## config.mk

```make
export PLATFORM = sky130hd
export DESIGN_NAME = if_stage
export DESIGN_NICKNAME = d
export VERILOG_FILES = /design/src/rtl/if_stage.sv
export SDC_FILE = /design/constraint.sdc
export NUM_CORES = 1
export LEC_CHECK = 0
export CORE_MARGIN = 5
export CORE_UTILIZATION = 30
export DETAILED_ROUTE_END_ITERATION = 8
export GPL_ROUTABILITY_DRIVEN = 0
export PLACE_DENSITY = 0.52
export REMOVE_ABC_BUFFERS = 1
export SETUP_SLACK_MARGIN = 0.2
export SLEW_MARGIN = 25
export SYNTH_ARGS = -nofsm -noshare
export SYNTH_HDL_FRONTEND = slang
export SYNTH_SLANG_ARGS = --single-unit
```

## constraint.sdc

```tcl
create_clock -name clk_i -period 4.9 [get_ports clk_i]
set_clock_uncertainty 0.1 [all_clocks]
set_input_delay 0.735 -clock clk_i [delete_from_list [all_inputs] [get_ports clk_i]]
set_output_delay 0.735 -clock clk_i [all_outputs]
set_load 0.1 [all_outputs]
```

## src/rtl/if_stage.sv

```systemverilog
// if_stage: MIPS instruction fetch with one-outstanding imem handshake, IF/ID register and skid buffer
module if_stage #(
  parameter logic [31:0] RESET_PC  = 32'h0000_0000,
  parameter logic [31:0] NOP_INSTR = 32'h0000_0000
) (
  input  logic        clk_i,
  input  logic        reset_i,
  input  logic        stall_i,
  input  logic        flush_i,
  input  logic        redirect_i,
  input  logic [31:0] redirect_target_i,
  output logic        imem_req_o,
  output logic [31:0] imem_addr_o,
  input  logic        imem_ack_i,
  input  logic [31:0] imem_rdata_i,
  output logic [31:0] instr_id_o,
  output logic [31:0] pc_plus4_id_o,
  output logic        valid_id_o,
  output logic [31:0] pc_if_o,
  output logic [31:0] fetch_count_o,
  output logic [31:0] bubble_count_o
);
  typedef enum logic [1:0] {IDLE, WAIT, DROP} state_e;
  state_e      state_q, state_d;
  logic [31:0] pc_q, pc_d, redir_pc_q, redir_pc_d;
  logic [31:0] skid_instr_q, skid_instr_d, skid_pc4_q, skid_pc4_d;
  logic [31:0] instr_q, instr_d, pc4_id_q, pc4_id_d;
  logic [31:0] fetch_q, fetch_d, bubble_q, bubble_d;
  logic        skid_valid_q, skid_valid_d, valid_q, valid_d;
  logic        redir, ack, fresh, skid_load;
  logic [31:0] pc_plus4;
  assign imem_req_o     = (state_q == WAIT) || (state_q == DROP);
  assign imem_addr_o    = pc_q;
  assign redir          = redirect_i & ~stall_i;
  assign ack            = imem_ack_i & imem_req_o;
  assign pc_plus4       = pc_q + 32'd4;
  assign fresh          = (state_q == WAIT) & ack & ~redir;
  assign skid_load      = skid_valid_q & ~flush_i & ~stall_i;
  assign instr_id_o     = instr_q;
  assign pc_plus4_id_o  = pc4_id_q;
  assign valid_id_o     = valid_q;
  assign pc_if_o        = pc_q;
  assign fetch_count_o  = fetch_q;
  assign bubble_count_o = bubble_q;
  // A response arriving in DROP belongs to the squashed path and is discarded.
  always_comb begin
    state_d      = state_q;
    pc_d         = pc_q;
    redir_pc_d   = redir_pc_q;
    skid_instr_d = skid_instr_q;
    skid_pc4_d   = skid_pc4_q;
    skid_valid_d = (skid_load || redir) ? 1'b0 : skid_valid_q;
    case (state_q)
      IDLE: begin
        pc_d    = redir ? redirect_target_i : pc_q;
        state_d = (redir || !skid_valid_q || skid_load) ? WAIT : IDLE;
      end
      WAIT: begin
        if (ack && !redir) begin
          pc_d = pc_plus4;
          if (stall_i) begin
            skid_instr_d = imem_rdata_i;
            skid_pc4_d   = pc_plus4;
            skid_valid_d = 1'b1;
            state_d      = IDLE;
          end
        end else if (ack) begin
          pc_d = redirect_target_i;
        end else if (redir) begin
          redir_pc_d = redirect_target_i;
          state_d    = DROP;
        end
      end
      DROP: begin
        if (ack) begin
          pc_d    = redir ? redirect_target_i : redir_pc_q;
          state_d = WAIT;
        end else if (redir) begin
          redir_pc_d = redirect_target_i;
        end
      end
      default: state_d = IDLE;
    endcase
  end
  always_comb begin
    instr_d  = instr_q;
    pc4_id_d = pc4_id_q;
    valid_d  = valid_q;
    fetch_d  = fetch_q;
    bubble_d = bubble_q;
    if (flush_i || (!stall_i && !skid_valid_q && !fresh)) begin
      instr_d  = NOP_INSTR;
      pc4_id_d = 32'd0;
      valid_d  = 1'b0;
      bubble_d = bubble_q + 32'd1;
    end else if (!stall_i) begin
      instr_d  = skid_valid_q ? skid_instr_q : imem_rdata_i;
      pc4_id_d = skid_valid_q ? skid_pc4_q : pc_plus4;
      valid_d  = 1'b1;
      fetch_d  = fetch_q + 32'd1;
    end
  end
  always_ff @(posedge clk_i) begin
    if (reset_i) begin
      state_q      <= IDLE;
      pc_q         <= RESET_PC;
      redir_pc_q   <= 32'd0;
      skid_valid_q <= 1'b0;
      skid_instr_q <= 32'd0;
      skid_pc4_q   <= 32'd0;
      instr_q      <= NOP_INSTR;
      pc4_id_q     <= 32'd0;
      valid_q      <= 1'b0;
      fetch_q      <= 32'd0;
      bubble_q     <= 32'd0;
    end else begin
      state_q      <= state_d;
      pc_q         <= pc_d;
      redir_pc_q   <= redir_pc_d;
      skid_valid_q <= skid_valid_d;
      skid_instr_q <= skid_instr_d;
      skid_pc4_q   <= skid_pc4_d;
      instr_q      <= instr_d;
      pc4_id_q     <= pc4_id_d;
      valid_q      <= valid_d;
      fetch_q      <= fetch_d;
      bubble_q     <= bubble_d;
    end
  end
endmodule

```

==> flow_summary.ini, run 1 <==
[status]
run_status = finished, final reports clean

[clocking]
cts.sinks = 260
cts-resized-gates = 0
root_buffer = clkbuf_16
clockBufferDepth = 3
clk_latency_ns = 0.56
hold_buffers = 0
cts_buffers = 31
clkSlewWorstSetupHoldPaths_ns = 0.06
h-tree-depth = 1
cts_setup_buffers = 0
cts_tree = done

[final_layout]
final_nets = 1755
final_area_sq_um = 16000
layout.cells.non_filler = 2228
fillers = 4080
utilization_pct = 40.1
syn_to_final_growth_pct = 31.8
layout-drive-gt1-share_pct = 5.70

[routing]
dr.pass1.iters = 5
drt_iter0_markers = 653
routed_wl_mm = 39.1
viasPerCell = 4.97
detail-route-antenna-nets = 0
drc_errors = 0
post_drt_wl_per_cell_um = 17.5
vias = 11100

[global_routing]
grt-ovfl-total = 0
antenna_found_initial = 9
grt_pass1_wl_mm = 60.9
grt_max_degree = 84
first_global_vias = 10700
grt_usage_pct = 16.7

[synthesis]
synthFlopType = dfxtp_1
avgSynthCellArea_sq_um = 8.07
ys_types = 69
ys_seq_area_share_pct = 43.0
synth_common_cells = 260 x dfxtp_1, 220 x nor2_1, 204 x nand2_1
synthesis.area_sq_um = 12100
synthTopCellsByArea = dfxtp_1 43%, nor2_1 6.8%, a21oi_1 6.4%, nand2_1 6.3%, xnor2_1 3.6%
synthCells = 1502
yosysWarnings = 0
synth_top_cell_by_area = dfxtp_1
synth.top_cell.area_share_pct = 43.0
synth_edf_count = 0
ys_async_sr_fraction_pct = 0
ys_seq_elements = 260
yosysMostFrequentCell = dfxtp_1

[critical_path]
cp-start-kind = flop
worstPathArrival_ns = 3.10
crit_fanout = 16
cp-end-kind = output pin
crit_required_ns = 4.07
critPathKind = reg2out

[power_and_ir_drop]
comb_power_share_pct = 42.9
p_seq_share_pct = 29.9
swShare_pct = 46.1
intPower_mw = 4.72
p_per_area_nw_per_um2 = 549
switching_power_mw = 4.04
p_leak_nw = 5.42
max-vdd-ir-drop_mv = 0.384
clkPwrFrac_pct = 27.2

[timing]
grt_setup_unrepaired = no
holdWs_ns = 0.353
hold_violations = 0
setup_violations = 0
maxSlewHeadroom_pct = 29.2
drv_slew = 0
max_freq_mhz = 254
worst_pin_slew_ns = 1.06
fin_crit_ns = 3.93
min_period_over_period_pct = 80.2
finalSetupTns_ns = 0

[die]
core_area_sq_um = 39800
rows = 73
die_h_um = 211
start_util_pct = 30.4
die_w_um = 211
fp.dieArea_sq_um = 44500
ios = 264

[placement]
dp_hpwl_mm = 27.1
dp.cells = 2170
placed_cell_area_sq_um = 14900
io_buffer_count = 263

[worst_hold_path]
hold_class = reg2reg

[flow_run]
maxCapViolations = 0
-- cell usage in the layout, fill, tap and decap left out, types with 5 or more instances in the layout --
cell and instances:
a21o_1 12, dfxtp_1 259, nand3_1 38, clkbuf_16 32
a21oi_1 154, a22o_1 5, a22oi_1 12, or3_1 16
nor3_1 27, o21ai_0 52, and3_1 26, clkinv_2 6
and4_1 5, a211oi_1 37, mux2i_1 42, a221oi_1 8
buf_4 19, ha_1 7, clkdlybuf4s50_1 261, xor2_1 32
nand4_1 27, xnor2_1 50, inv_1 32, nand2_1 203
clkbuf_8 8, clkbuf_1 7, nor2_1 220, o32ai_1 5
o211ai_1 7, and2_1 6
-- power groups by stage --
| stage | registers (mW) | clock network [mW] | logic, mW |
|---|---|---|---|
| finish | 2.62 | 2.38 | 3.76 |
| global route | 2.66 | 2.56 | 3.96 |
| CTS | 2.63 | 2.46 | 3.78 |
| detailed placement | 2.67 | 0 | 3.77 |
| global placement | 2.66 | 0 | 3.74 |
| floorplan | 4.32 | 0 | 1.04 |
-- flip-flops by register name, indices dropped and copies added (netlist names) --
name and count:
imem_addr_o 32, valid_id_o 1, skid_valid_q 1, pc_plus4_id_o 32
instr_id_o 32, skid_pc4_q 32, state_q 2, redir_pc_q 32
fetch_count_o 32, skid_instr_q 32, bubble_count_o 32
-- critical path: stages (launching register included) --
cell             delay [ns]
dfxtp_1                0.42
inv_1                  0.09
ha_1                   0.55
buf_4                  0.29
clkdlybuf4s50_1        1.17
-- metal layers --
layer	vias up	GRT usage [%]	part of all wire [%]
met2	277	27.4	45
met4	14	3.78	2.4
met1	5204	22.1	45
met3	70	4.66	6.6
li1	5516	-	-
met5	-	0	0.22
-- path summary, 6_finish.rpt --
path / start / end / slack (ns) / cells past startpoint
setup / recovery: state_q[1] / imem_req_o / 0.97 / 4
hold / removal: redir_pc_q[27] / redir_pc_q[27] / 0.35 / 2
setup reg to reg: state_q[1] / pc_plus4_id_o[11] / 1.62 / 7
hold reg to reg: redir_pc_q[27] / redir_pc_q[27] / 0.35 / 2
-- cells by family (layout without fill, tap and decap cells) --
family	Yosys count	count (layout)	share of synthesized area [%]
AND/OR/NAND/NOR	600	600	22.5
AO/OA/AOI/OAI	339	339	17.7
flip-flops	260	260	43.0
buffers and inverters	170	370	6.44
XOR/XNOR	82	82	5.93
multiplexers	44	44	3.66
adder cells (fa/ha/maj)	7	7	0.723
other	0	1	0
-- stage by stage --
stage | setup WS (ns) | power (mW)
floorplan | 0.573 | 5.35
global placement | 1.48 | 6.41
detailed placement | 1.38 | 6.44
CTS | 0.912 | 8.86
global route | 0.857 | 9.17
finish | 0.970 | 8.77
-- area by class of cell --
| cell class | instances | area [sq um] | share of cell area, % |
|---|---|---|---|
| multi-input cells | 1072 | 6150 | 38.5 |
| flip-flops and latches | 260 | 5210 | 32.6 |
| diodes | 1 | 2.50 | 0.0157 |
| repair buffers | 281 | 2770 | 17.3 |
| inverters | 32 | 120 | 0.752 |
| clock inverters | 10 | 128 | 0.799 |
| clock buffers | 47 | 937 | 5.87 |
| well taps | 525 | 657 | 4.11 |
(Power assumes the default switching activity.)
==> run 2, diff against run 1 <==
- PLACE_DENSITY: 0.52 -> 0.54
- clock period: 4.9 -> 3.6 ns (I/O delays scaled with it)
==> run 2 against run 1 <==
Against the previous run:
- die area stayed put
- first-iteration DRC count decreased by 8.4%
- register-to-register slack got worse by 0.84 ns
- core utilization grew 0.40 points
- sequential power rose by 36%
- final cell count up 0.31%
- via count rose by 0.28%
- largest power group unchanged
==> flow_summary.ini, run 2 (synthesis results as in run 1) <==
[placement]
dp.cells = 2179
dp_hpwl_mm = 27.1
io_buffer_count = 263

[clocking]
cts_setup_buffers = 0
hold_buffers = 0
root_buffer = clkbuf_16
h-tree-depth = 1
clockBufferDepth = 3
cts_tree = done
cts-resized-gates = 0
cts_buffers = 30
clk_latency_ns = 0.56
clkSlewWorstSetupHoldPaths_ns = 0.06
cts.sinks = 260

[final_layout]
layout.cells.most_common = dfxtp_1
fillers = 4073
layout.cells.non_filler = 2235
utilization_pct = 40.5
layout-drive-gt1-share_pct = 8.54
final_nets = 1763
mostFrequentLayoutCells = 259 x dfxtp_1, 225 x clkdlybuf4s50_1, 220 x nor2_1
syn_to_final_growth_pct = 33.1
diodes = 0

[timing]
setup_violations = 0
max_freq_mhz = 344
fin_crit_ns = 2.91
min_period_over_period_pct = 80.7
hold_violations = 0
holdWs_ns = 0.234
worst_pin_slew_ns = 1.05
maxSlewHeadroom_pct = 29.5
grt_setup_unrepaired = no
drv_slew = 0

[power_and_ir_drop]
p_total_mw = 12.3
clkPwrFrac_pct = 29.6
comb_power_share_pct = 41.5
intPower_mw = 6.81
swShare_pct = 44.8
switching_power_mw = 5.53
max-vdd-ir-drop_mv = 0.570
p_leak_nw = 5.61
p_seq_share_pct = 28.9
p_per_area_nw_per_um2 = 765

[worst_hold_path]
min_path_cells = 2
worstHoldStart = reset_i
hold_class = in2reg
min_to = fetch_count_o[18]

[global_routing]
top_usage_layer = met2
antenna_found_initial = 6
grt_pass1_wl_mm = 61.7
grt_max_degree = 81
use_met2_pct = 27.9
grt_usage_pct = 17.0
use_met3_pct = 4.65
first_global_vias = 10700
grt-ovfl-total = 0
use_met1_pct = 22.9

[critical_path]
cp-end-kind = output pin
crit_required_ns = 2.96
worstPathArrival_ns = 2.27
startpoint = imem_addr_o[7]
regToRegStartpoint = state_q[1]
r2r_cells = 7
critPathKind = reg2out
reg2reg_to = pc_plus4_id_o[12]
cpPeakStageDelay_ns = 1.20
path_cells = clkdlybuf4s50_1
crit_family = buffers and inverters
crit_slowest_cell = clkdlybuf4s50_1
crit_fanout = 8
r2r_slack_ns = 0.78
cp-start-kind = flop
crit_buf_inv = 1

[die]
die_h_um = 211
core_area_sq_um = 39800
ios = 264
start_util_pct = 30.4
fp.dieArea_sq_um = 44500
die_w_um = 211
rows = 73

[status]
run_status = finished, final reports clean

[routing]
dr.pass1.iters = 5
drt_iter0_markers = 598
drc_errors = 0
routed_wl_mm = 39.4
detail-route-antenna-nets = 0
vias = 11100
viasPerCell = 4.97
post_drt_wl_per_cell_um = 17.6

[flow_run]
maxCapViolations = 0
-- run 2: area by class of cell --
| type | instances | area [sq um] | share of cell area (%) |
|---|---|---|---|
| clock buffers | 42 | 907 | 5.63 |
| clock inverters | 14 | 304 | 1.89 |
| inverters | 32 | 120 | 0.745 |
| multi-input cells | 1072 | 6150 | 38.1 |
| flip-flops and latches | 260 | 5210 | 32.3 |
| well taps | 525 | 657 | 4.07 |
| repair buffers | 290 | 2780 | 17.2 |
-- run 2: worst max-delay path by stage --
stage          cells past startpoint                 to  slack, ns
5_1_grt                            7  pc_plus4_id_o[12]       0.47
6_report                           1     imem_addr_o[7]       0.69
4_1_cts                            1     imem_addr_o[7]       0.65
3_5_place_dp                       6  pc_plus4_id_o[12]       0.49
2_1_floorplan                      4  pc_plus4_id_o[12]      -0.73
3_3_place_gp                       6  pc_plus4_id_o[12]       0.66
-- run 2: power by group through the flow --
stage | clock (mW) | sequential (mW) | combinational [mW]
after floorplan | 0 | 5.88 | 1.41
after global placement | 0 | 3.62 | 5.11
after detailed placement | 0 | 3.64 | 5.14
after CTS | 3.76 | 3.57 | 5.15
after global routing | 3.89 | 3.61 | 5.40
final | 3.66 | 3.56 | 5.12
-- run 2: routing by layer --
| layer | part of all wire, % | vias up |
|---|---|---|
| met4 | 1.7 | 12 |
| met5 | 0.20 | - |
| li1 | - | 5522 |
| met3 | 7.2 | 55 |
| met2 | 46 | 284 |
| met1 | 45 | 5239 |
-- run 2: metrics by stage --
| step | setup WS (ns) | cell area (sq um) | setup TNS, ns |
|---|---|---|---|
| after floorplan | -0.727 | 11500 | -51.97 |
| after global placement | 0.656 | 14900 | 0 |
| after detailed placement | 0.485 | 14900 | 0 |
| after CTS | 0.649 | 16100 | 0 |
| after global routing | 0.473 | 16100 | 0 |
| final | 0.695 | 16100 | 0 |
==> run 3, diff against run 2 <==
- PLACE_DENSITY: 0.54 -> 0.52
- clock period: 3.6 -> 2.95 ns (I/O delays scaled with it)
==> run 3 against run 2 <==
Against the previous run:
- first-iteration DRC count fell by 12%
- final cell count rose by 1.2%
- sequential cell count did not move
- power rose by 20%
- global-route usage barely moved
- critical path depth rose by 6
- non-clock buffer count rose by 23
- sequential power rose by 21%
- combinational power rose by 25%
- register-to-register slack got worse by 0.39 ns
- critical path type is now reg2reg
==> flow_summary.ini, run 3 (synthesis results as in run 1) <==
[critical_path]
worstPathArrival_ns = 2.87
critPathKind = reg2reg
r2r_cells = 7
crit_required_ns = 3.26
r2r_slack_ns = 0.39
startpoint = imem_addr_o[3]
reg2reg_to = imem_addr_o[18]
cp-start-kind = flop
crit_fanout = 8
regToRegStartpoint = imem_addr_o[3]
cp-endpoint = imem_addr_o[18]
cp-end-kind = flop

[timing]
fin_crit_ns = 2.56
grt_setup_unrepaired = no
hold_violations = 0
layout_setup_ws_ns = 0.386
maxSlewHeadroom_pct = 49.0
max_freq_mhz = 390
min_period_over_period_pct = 86.9
drv_slew = 0
worst_pin_slew_ns = 0.764
setup_violations = 0

[clocking]
root_buffer = clkbuf_16
clockBufferDepth = 3
hold_buffers = 0
h-tree-depth = 2
clk_latency_ns = 0.51
clkSlewWorstSetupHoldPaths_ns = 0.06
cts.sinks = 260
cts_buffers = 34
cts_tree = done

[die]
ios = 264
rows = 73
fp.dieArea_sq_um = 44500
core_area_sq_um = 39800
die_h_um = 211
die_w_um = 211
start_util_pct = 30.4

[routing]
drt_iter0_markers = 528
dr.pass1.iters = 7
viasPerCell = 4.91
post_drt_wl_per_cell_um = 17.3
vias = 11100
detail-route-antenna-nets = 0
drc_errors = 0
routed_wl_mm = 39.1

[power_and_ir_drop]
p_per_area_nw_per_um2 = 931
max-vdd-ir-drop_mv = 0.840
p_leak_nw = 6.00
p_total_mw = 14.8

[global_routing]
first_global_vias = 10700
grt_max_degree = 108
grt-ovfl-total = 0
grt_usage_pct = 17.0
antenna_found_initial = 4
grt_pass1_wl_mm = 61.3

[status]
run_status = finished, final reports clean

[flow_run]
maxCapViolations = 0

[final_layout]
layout.cells.most_common = dfxtp_1
mostFrequentLayoutCells = 259 x dfxtp_1, 235 x buf_4, 219 x nor2_1
syn_to_final_growth_pct = 31.1
layout.cells.non_filler = 2262
layout-drive-gt1-share_pct = 18.6
final_nets = 1790
final_area_sq_um = 15900

[worst_hold_path]
hold_class = in2reg

[placement]
place_worst_setup_slack_ns = 0.138
dp_hpwl_mm = 27.7
dp.cells = 2201
io_buffer_count = 263
placed_cell_area_sq_um = 14700
run 3: layout make-up:
type                       instances  area (sq um)
fill                            4148         23900
multi-input combinational       1072          6150
sequential                       260          5210
timing repair buffer             313          2630
clock buffer                      57          1100
tap                              525           657
inverter                          32           120
antenna                            3          7.51
run 3: per-layer routing:
| metal | track usage [%] | up-vias | routed length, um |
|---|---|---|---|
| met5 | 0 | - | 11 |
| met4 | 4.54 | 2 | 889 |
| met3 | 4.46 | 61 | 2880 |
| met2 | 26.7 | 306 | 17400 |
| met1 | 23.2 | 5143 | 17900 |
| li1 | - | 5596 | - |
run 3: report_power, final:
part           switching (mW)  internal, mW
Combinational            4.79          1.63
Clock                    1.54          2.52
Sequential              0.465          3.84
Total                    6.79          7.99
run 3: worst max-delay path, cell delays in order, from the launching register on:
cell,delay (ns)
dfxtp_1,0.50
ha_1,0.24
and2_1,0.23
and2_0,0.45
nand3_1,0.31
nor2_1,0.24
o21ai_0,0.13
a32o_1,0.27
run 3: worst min path at each step:
stage / from / endpoint / cells after the start
3_5_place_dp: redir_pc_q[23] / redir_pc_q[23] / 2
4_1_cts: reset_i / bubble_count_o[2] / 2
5_1_grt: reset_i / bubble_count_o[26] / 2
2_1_floorplan: redir_pc_q[19] / redir_pc_q[19] / 2
6_report: reset_i / bubble_count_o[25] / 2
3_3_place_gp: redir_pc_q[21] / redir_pc_q[21] / 2
run 3: repair_timing:
item,in CTS,in global routing
endpoints found under the setup margin,0,49
gates resized for setup,0,4
endpoints found under the hold margin,0,0
setup buffers,0,1
run 3: metrics by stage:
| step | util, % | setup TNS [ns] | hold slack [ns] |
|---|---|---|---|
| finish | 39.9 | 0 | 0.141 |
| global route | 39.9 | 0 | 0.126 |
| CTS | 39.8 | 0 | 0.114 |
| detailed placement | 37.0 | 0 | 0.345 |
| global placement | 37.0 | 0 | 0.339 |
| floorplan | - | -184.59 | 0.327 |
